[src/rtl/alu_mdu.sv]
// alu_mdu: handshaked multi-cycle ALU + M-extension execute unit; define ALU_MDU_FAST_MUL_EN for a single-cycle multiplier
module alu_mdu #(
  parameter int XLEN = 64
) (
  input  logic            clk,
  input  logic            rst,
  input  logic            in_valid,
  output logic            in_ready,
  input  logic [4:0]      in_op,
  input  logic [XLEN-1:0] in_src1,
  input  logic [XLEN-1:0] in_src2,
  output logic            out_valid,
  input  logic            out_ready,
  output logic [XLEN-1:0] out_res,
  output logic            out_busy
);
  localparam int SHW = $clog2(XLEN);
  typedef enum logic [1:0] {S_IDLE, S_BUSY, S_DONE} state_t;
  state_t r_state, w_next;
  logic [XLEN-1:0] r_res, r_hi, r_lo, r_d, w_alu, w_nhi, w_nlo, w_sub, w_fix;
  logic [2*XLEN-1:0] w_p, w_pn;
  logic [XLEN:0] w_msum, w_sh;
  logic [SHW-1:0] r_cnt;
  logic [4:0] r_op;
  logic r_nq, r_nr, r_div;
  logic w_acc, w_iter, w_sa, w_sb, w_lt, w_ltu, w_eq, w_ge, w_last;
`ifdef ALU_MDU_FAST_MUL_EN
  logic [2*XLEN-1:0] w_fprod;
`endif
  // Handshake, operand signedness and comparison flags
  always_comb begin
    w_acc = in_valid & in_ready;
    w_sa = in_src1[XLEN-1] & (in_op inside {5'd17, 5'd18, 5'd19, 5'd21, 5'd23});
    w_sb = in_src2[XLEN-1] & (in_op inside {5'd17, 5'd18, 5'd21, 5'd23});
    w_lt = $signed(in_src1) < $signed(in_src2);
    w_ltu = in_src1 < in_src2;
    w_eq = in_src1 == in_src2;
`ifdef ALU_MDU_FAST_MUL_EN
    w_fprod = {{XLEN{w_sa}}, in_src1} * {{XLEN{w_sb}}, in_src2};
    w_iter = in_op inside {[5'd21:5'd24]};
`else
    w_iter = in_op inside {[5'd17:5'd24]};
`endif
  end
  // Single-cycle result for ALU ops; illegal and iterative ops yield 0 here
  always_comb begin
    w_alu = '0;
    case (in_op)
      5'd0:  w_alu = in_src1 + in_src2;
      5'd1:  w_alu = in_src1 - in_src2;
      5'd2:  w_alu = {{(XLEN-1){1'b0}}, w_lt};
      5'd3:  w_alu = {{(XLEN-1){1'b0}}, w_ltu};
      5'd4:  w_alu = in_src1 & in_src2;
      5'd5:  w_alu = in_src1 ^ in_src2;
      5'd6:  w_alu = in_src1 | in_src2;
      5'd7:  w_alu = in_src1 << in_src2[SHW-1:0];
      5'd8:  w_alu = in_src1 >> in_src2[SHW-1:0];
      5'd9:  w_alu = $signed(in_src1) >>> in_src2[SHW-1:0];
      5'd10: w_alu = XLEN'($signed(in_src2[31:12])) << 12;
      5'd11: w_alu = {{(XLEN-1){1'b0}}, w_eq};
      5'd12: w_alu = {{(XLEN-1){1'b0}}, ~w_eq};
      5'd13: w_alu = {{(XLEN-1){1'b0}}, w_lt};
      5'd14: w_alu = {{(XLEN-1){1'b0}}, ~w_lt};
      5'd15: w_alu = {{(XLEN-1){1'b0}}, w_ltu};
      5'd16: w_alu = {{(XLEN-1){1'b0}}, ~w_ltu};
`ifdef ALU_MDU_FAST_MUL_EN
      5'd17: w_alu = w_fprod[XLEN-1:0];
      5'd18, 5'd19, 5'd20: w_alu = w_fprod[2*XLEN-1:XLEN];
`endif
      default: w_alu = '0;
    endcase
  end
  // One shift-add or restoring-divide step on magnitudes; sign fix-up folded into the last step
  always_comb begin
    w_msum = {1'b0, r_hi} + (r_lo[0] ? {1'b0, r_d} : '0);
    w_sh = {r_hi, r_lo[XLEN-1]};
    w_ge = w_sh >= {1'b0, r_d};
    w_sub = w_sh[XLEN-1:0] - r_d;
    w_nhi = r_div ? (w_ge ? w_sub : w_sh[XLEN-1:0]) : w_msum[XLEN:1];
    w_nlo = r_div ? {r_lo[XLEN-2:0], w_ge} : {w_msum[0], r_lo[XLEN-1:1]};
    w_p = {w_nhi, w_nlo};
    w_pn = r_nq ? -w_p : w_p;
    w_fix = r_op == 5'd17 ? w_pn[XLEN-1:0] : r_op <= 5'd20 ? w_pn[2*XLEN-1:XLEN] :
            r_op <= 5'd22 ? (r_nq ? -w_nlo : w_nlo) : (r_nr ? -w_nhi : w_nhi);
    w_last = r_cnt == SHW'(XLEN - 1);
  end
  // State register
  always_ff @(posedge clk) begin
    if (rst) r_state <= S_IDLE;
    else r_state <= w_next;
  end
  // Next-state: ALU ops finish immediately, mul/div iterate XLEN steps, results wait for out_ready
  always_comb begin
    w_next = r_state == S_IDLE ? (w_acc ? (w_iter ? S_BUSY : S_DONE) : S_IDLE) :
             r_state == S_BUSY ? (w_last ? S_DONE : S_BUSY) : (out_ready ? S_IDLE : S_DONE);
  end
  // Outputs decoded from state; result masked to 0 while not valid
  always_comb begin
    in_ready = (r_state == S_IDLE) & ~rst;
    out_valid = r_state == S_DONE;
    out_busy = r_state == S_BUSY;
    out_res = r_state == S_DONE ? r_res : '0;
  end
  // Latch operands on accept; a zero divisor keeps the quotient unnegated so it stays all ones
  always_ff @(posedge clk) begin
    if (rst) begin
      r_res <= '0;
      r_cnt <= '0;
    end else if (w_acc) begin
      r_res <= w_alu;
      r_cnt <= '0;
      r_op <= in_op;
      r_div <= in_op >= 5'd21;
      r_nq <= (w_sa ^ w_sb) & |in_src2;
      r_nr <= w_sa;
      r_hi <= '0;
      r_lo <= w_sa ? -in_src1 : in_src1;
      r_d <= w_sb ? -in_src2 : in_src2;
    end else if (r_state == S_BUSY) begin
      r_cnt <= r_cnt + 1'b1;
      r_hi <= w_nhi;
      r_lo <= w_nlo;
      if (w_last) r_res <= w_fix;
    end
  end
endmodule
[config.mk]
export PLATFORM = sky130hd
export DESIGN_NAME = alu_mdu
export DESIGN_NICKNAME = d
export VERILOG_FILES = /design/src/rtl/alu_mdu.sv
export SDC_FILE = /design/constraint.sdc
export NUM_CORES = 2
export LEC_CHECK = 0
export CORE_UTILIZATION = 40
export DETAILED_ROUTE_END_ITERATION = 6
export SETUP_SLACK_MARGIN = 0.3
export SYNTH_ARGS = -nofsm -noshare
export SYNTH_HDL_FRONTEND = slang
export SYNTH_SLANG_ARGS = --single-unit
[constraint.sdc]
create_clock -name clk -period 23.5 [get_ports clk]
set_clock_uncertainty 0.15 [all_clocks]
set_input_delay 4.7 -clock clk [delete_from_list [all_inputs] [get_ports clk]]
set_output_delay 4.7 -clock clk [all_outputs]
set_load 0.01 [all_outputs]
; ---- Word-level counts from Yosys, hierarchy flattened
; Cells that the tools add are included.
[op_classes]
n_bitwise = 13
eq_ne = 26
add_sub_neg = 10
n_mux = 26
order_cmp = 8
n_shift = 3
reduce_logical = 14
[ops]
columns = operator, n
row1 = $mux W64, 18
row2 = $pmux W64 S15, 1
row3 = $neg A64 Y64, 4
row4 = $lt A64 B64 Y1, 2
row5 = $mux W128, 1
row6 = $neg A128 Y128, 1
row7 = $sub A64 B64 Y64, 2
row8 = $add A64 B64 Y65, 1
row9 = $ge A65 B64 Y1, 1
row10 = $add A64 B64 Y64, 1
row11 = $and A64 B64 Y64, 1
row12 = $eq A64 B64 Y1, 1
row13 = $or A64 B64 Y64, 1
row14 = $reduce_or A64 Y1, 1
row15 = $shl A64 B6 Y64, 1
row16 = $shr A64 B6 Y64, 1
row17 = $sshr A64 B6 Y64, 1
row18 = $xor A64 B64 Y64, 1
row19 = $eq A5 B4 Y1 const B, 8
row20 = $eq A5 B5 Y1 const B, 7
row21 = $eq A5 B3 Y1 const B, 4
row22 = $le A5 B5 Y1 const B, 3
row23 = $mux W2, 6
row24 = $eq A5 B2 Y1 const B, 2
row25 = 17 further kinds, 30
[totals]
out_inout_bits = 67
in_bits = 137
elab_cells = 110
reg_bits = 272

; ---- Longest topological paths before layout
[depth]
depth_word = 11
mapped_depth = 27
depth_no_buf = 25

; ---- Worst setup path before layout
; OpenSTA, ideal clock, no wires.
[synth_timing]
kind = input port to flip-flop
start = in rst
end = reg r_hi[0] (enable)
t_arrival_ns = 14.059
path_buffers = 2
setup_time_ns = 0.792
t_required_ns = 22.558
path_slack_ns = 8.499
stages = 3
path_cell_list = clkbuf_1 clkbuf_1 o21ai_0
[synth_between]
elab_chain_cells = 5
[synth_lines]
columns = item, line
row1 = from (decl), 6  ; input logic rst,
row2 = $not A1 Y1 (no source line) *, --
row3 = $and A1 B1 Y1, 99  ; in_ready = (r_state == S_IDLE) & ~rst;
row4 = $and A1 B1 Y1, 32  ; w_acc = in_valid & in_ready;
row5 = $reduce_bool A2 Y1 (no source line), --
row6 = $reduce_and A2 Y1 (no source line) *, --
row7 = to (signal assigned), 121  ; r_hi <= w_nhi;
row8 = to (decl), 20  ; logic [XLEN-1:0] r_res, r_hi, r_lo, r_d, w_alu, w_nhi, w_nlo, w_sub, w_fix;
; Mark *: on every way between the ends. The rest lies on a longest branch, timed or not.
; A chain may end at the register's enable or synchronous reset.

; ---- Final worst setup path
[layout_timing]
start = in in_src2[3]
end = reg r_res[57]
[layout_between]
elab_chain_cells = 3
elab_cells_between_ends = 7
classes_between = add/sub: 2 / shift: 3 / mux: 2
[layout_lines]
columns = item, line
row1 = from (decl), 11  ; input logic [XLEN-1:0] in_src2,
row2 = $sub A64 B64 Y64 (tied with other cells), 50  ; 5'd1: w_alu = in_src1 - in_src2;
row3 = $pmux W64 S15 *, 48  ; case (in_op)
row4 = $mux W64 *, 109  ; end else if (w_acc) begin
row5 = to (signal assigned), 110  ; r_res <= w_alu;
row6 = to (signal assigned), 123  ; if (w_last) r_res <= w_fix;
row7 = to (decl), 20
; Marks and branches as above.

==> impl_metrics.yaml <==
status:
  status: "complete, but fails checks"
  violations: "max-capacitance violations, max-slew violations"
layout:
  finish.utilization_pct: 44.53
  layout-drive-gt1-share_pct: 6.536
  layout.nets: 7324
  area_growth_pct: 9.734
place:
  hpwl_um: 231800
  io_buffers: 203
  place_congestion: 1.106
  dp_slack_ps: 12380
synthesis:
  ys_ff_latch: 272
  ys_seq_area_share_pct: 15.21
  yosysMostFrequentCell: "nor2_1"
  synth_common_cells: "863 x nor2_1, 643 x a21oi_1, 554 x o21ai_0"
  syn_area_mm2: 0.04895
  ys_warn_count: 0
  ys_types: 116
  async_flop_share_pct: 0
  yosysTopAreaCellShare_pct: 12.27
  dominantRegCellSynth: "edfxtp_1"
  synth_edf_count: 200
  syn_area_per_cell_um2: 7.055
  netlist_instances: 6938
  syn-num-nets: 7405
  synth_top_area_cell: "edfxtp_1"
  synthTopCellsByArea: "edfxtp_1 12%, ha_1 8.3%, nor2_1 6.6%"
global_routing:
  grt_pass1_vias: 53509
  antenna_found_initial: 10
  grt_remaining_overflow: 0
  grtUsageTotal_pct: 44.88
  grt_max_degree: 79
  grt_pass1_wl_um: 399600
sta:
  hold_violations: 0
  fin_setup_tns_ps: 0
  setup_viol: 0
  max_slew_margin_pct: -8.394
  worst_pin_slew_ps: 1609
  max_freq_ghz: 0.09092
  fin_ws_ps: 12500
  rsz0062_at_grt: "false"
  fin_crit_sh_pct: 46.80
  report.final.slew_viol_count: 3
  fin_crit_ps: 11000
pwr:
  switching_power_mw: 1.390
  p_leak_nw: 20.31
  internal_power_mw: 1.422
  seqPwrFrac_pct: 22.1
  vdd_drop_max_mv: 0.04442
  p_clk_share_pct: 21.2
  netSwitchingFraction_pct: 49.43
  power_frac_comb_pct: 56.7
  power.density_mw_per_mm2: 52.35
  p_total_mw: 2.812
critical_path:
  ff2ff_setup_slack_ps: 13060
  timing.critical_path.buf_inv: 2
  rr_endpoint: "r_res[50]"
  r2r_start: "r_hi[49]"
  cp-endpoint: "r_res[57]"
  crit_chain: "buf_4 -> clkinv_2 -> ha_1 -> o21ai_0 -> o21ai_0 -> a211oi_1 -> a211oi_1 -> o31ai_1 -> o31ai_1 -> a21oi_1 -> o21ai_0 -> a21oi_1 -> o31ai_1 -> and2_1 -> nor2_1 -> o32ai_1 -> a22oi_1 -> nand3_1"
  crit_path_start: "in_src2[3]"
  critPathMaxFanout: 45
  cp.depth: 18
  arrival_ps: 11370
  worstSetupPathType: "in2reg"
  cp-end-kind: "flop"
  r2r_cells: 27
  critPathRequiredTime_ps: 23870
  start_kind: "input port"
  critPathMaxStageDelay_ps: 750
  crit_slowest_cell: "o32ai_1"
  crit_family: "compound AO/OA/AOI/OAI gates"
floorplanning:
  die_h_um: 351.8
  coreArea_mm2: 0.1206
  dieArea_mm2: 0.1238
  die_w_um: 351.8
  ios: 204
  initial_utilization_pct: 40.58
  rows: 127
flow_run:
  maxCapViolations: 1
routing:
  post_drt_wl_per_cell_um: 34.06
  via_per_inst: 6.887
  drtIter0Drc: 7955
  drt_wl_total_um: 289600
  ant_nets: 0
  drc: 0
  via_count: 58558
  drt-pass1-iter-count: 6
clock_tree:
  cts_buffers: 36
  cts.path.max_buffers: 3
  hold_buffers: 0
  ctsResizeCount: 0
  cts_sinks: 272
  cts.htree.levels: 2
  clk_latency_ps: 610
  clkTransAtPathRegs_ps: 60
  postCtsSetupBuffers: 0
  clock-root-buffer: "clkbuf_16"
  cts_tree: "done"
worst_hold_path:
  hold_path.class: "reg2reg"
[cells in the final DEF (no fill, tap or decap), drive strengths merged, types with 41 or more instances in the layout]
cell	instances
nand4	118
clkbuf	45
buf	172
o211ai	93
edfxtp	200
o21a	46
or3	80
nand2b	73
a221oi	86
nor2b	42
nor3	181
inv	325
dfxtp	72
o21bai	60
or2	41
o31ai	96
a21o	100
mux2	60
o22ai	70
nor2	863
a22oi	57
o41ai	41
xnor2	242
a211oi	99
ha	326
o221ai	55
nor4	86
nand3	139
o21ai	563
a21oi	643
xor2	78
a31oi	94
and2	182
nand2	514
clkdlybuf4s50	196
mux2i	263
[sequential cells by signal, indices dropped and copies added, names as in the netlist]
name	count
r_d	64
r_hi	64
r_lo	64
r_res	64
r_cnt	6
r_op	5
r_state	2
r_div	1
r_nq	1
r_nr	1
[metrics by stage]
step / std cells / hold WS, ps / instance area, um2
global placement: 8430 / 316.0 / 52470
global route: 8498 / 351.9 / 53700
finish: 8503 / 338.9 / 53710
CTS: 8496 / 337.3 / 53690
floorplan: 6938 / 277.3 / 48950
detailed placement: 8430 / 328.0 / 52470
[cells by family (layout without fill, tap and decap cells)]
family	after synthesis	after routing	share of synthesized area, %
and+or+nand+nor	2451	2451	24.16
other	0	6	0
adders and majority gates	330	330	8.497
muxes	351	351	8.055
AOI/OAI and AO/OA	2402	2402	32.01
xor gates and xnor gates	320	320	5.726
buffers and inverters	812	759	6.334
DFF	272	272	15.21
[how the worst min path moves through the flow]
stage	slack, ps	to	from	depth (start not counted)
final	340	r_cnt[1]	r_cnt[1]	2
after floorplan	280	r_res[13]	r_res[13]	2
after detailed placement	330	r_cnt[1]	r_cnt[1]	2
after CTS	340	r_cnt[1]	r_cnt[1]	2
after global routing	350	r_cnt[1]	r_cnt[1]	2
after global placement	320	r_cnt[1]	r_cnt[1]	2
[final cells by class]
class | instances | area [um2]
repair buffers | 369 | 3254
diodes | 6 | 15.01
clock inverters | 22 | 229.0
fillers | 12594 | 66900
well taps | 1612 | 2017
clock buffers | 44 | 993.5
inverters | 324 | 1232
multi-input cells | 5854 | 38520
flip-flops and latches | 272 | 7447
[power by group through the flow]
stage	sequential, mW	combinational, mW	clock [mW]
3_5_place_dp	0.627	1.52	0
6_report	0.620	1.59	0.597
2_1_floorplan	0.612	0.976	0
4_1_cts	0.617	1.53	0.600
3_3_place_gp	0.627	1.52	0
5_1_grt	0.622	1.67	0.612
[worst register-to-register path, delay by kind of cell (launching register included)]
kind | cells | cell delay [ps]
fa+ha+maj | 2 | 790
compound gates | 8 | 2510
flops | 1 | 460
simple gates | 14 | 5320
buf+inv | 3 | 1050
[layer usage]
layer / share of wire [%] / GRT usage, % / wire [um] / vias to the layer above
li1: - / - / - / 25732
met1: 39 / 56.34 / 113200 / 28389
met2: 43 / 68.70 / 123200 / 3701
met3: 10 / 9.810 / 30100 / 730
met4: 8.0 / 30.10 / 23050 / 6
met5: 0.018 / 0 / 52 / -
Note: power is estimated with default switching activity, not from simulation.
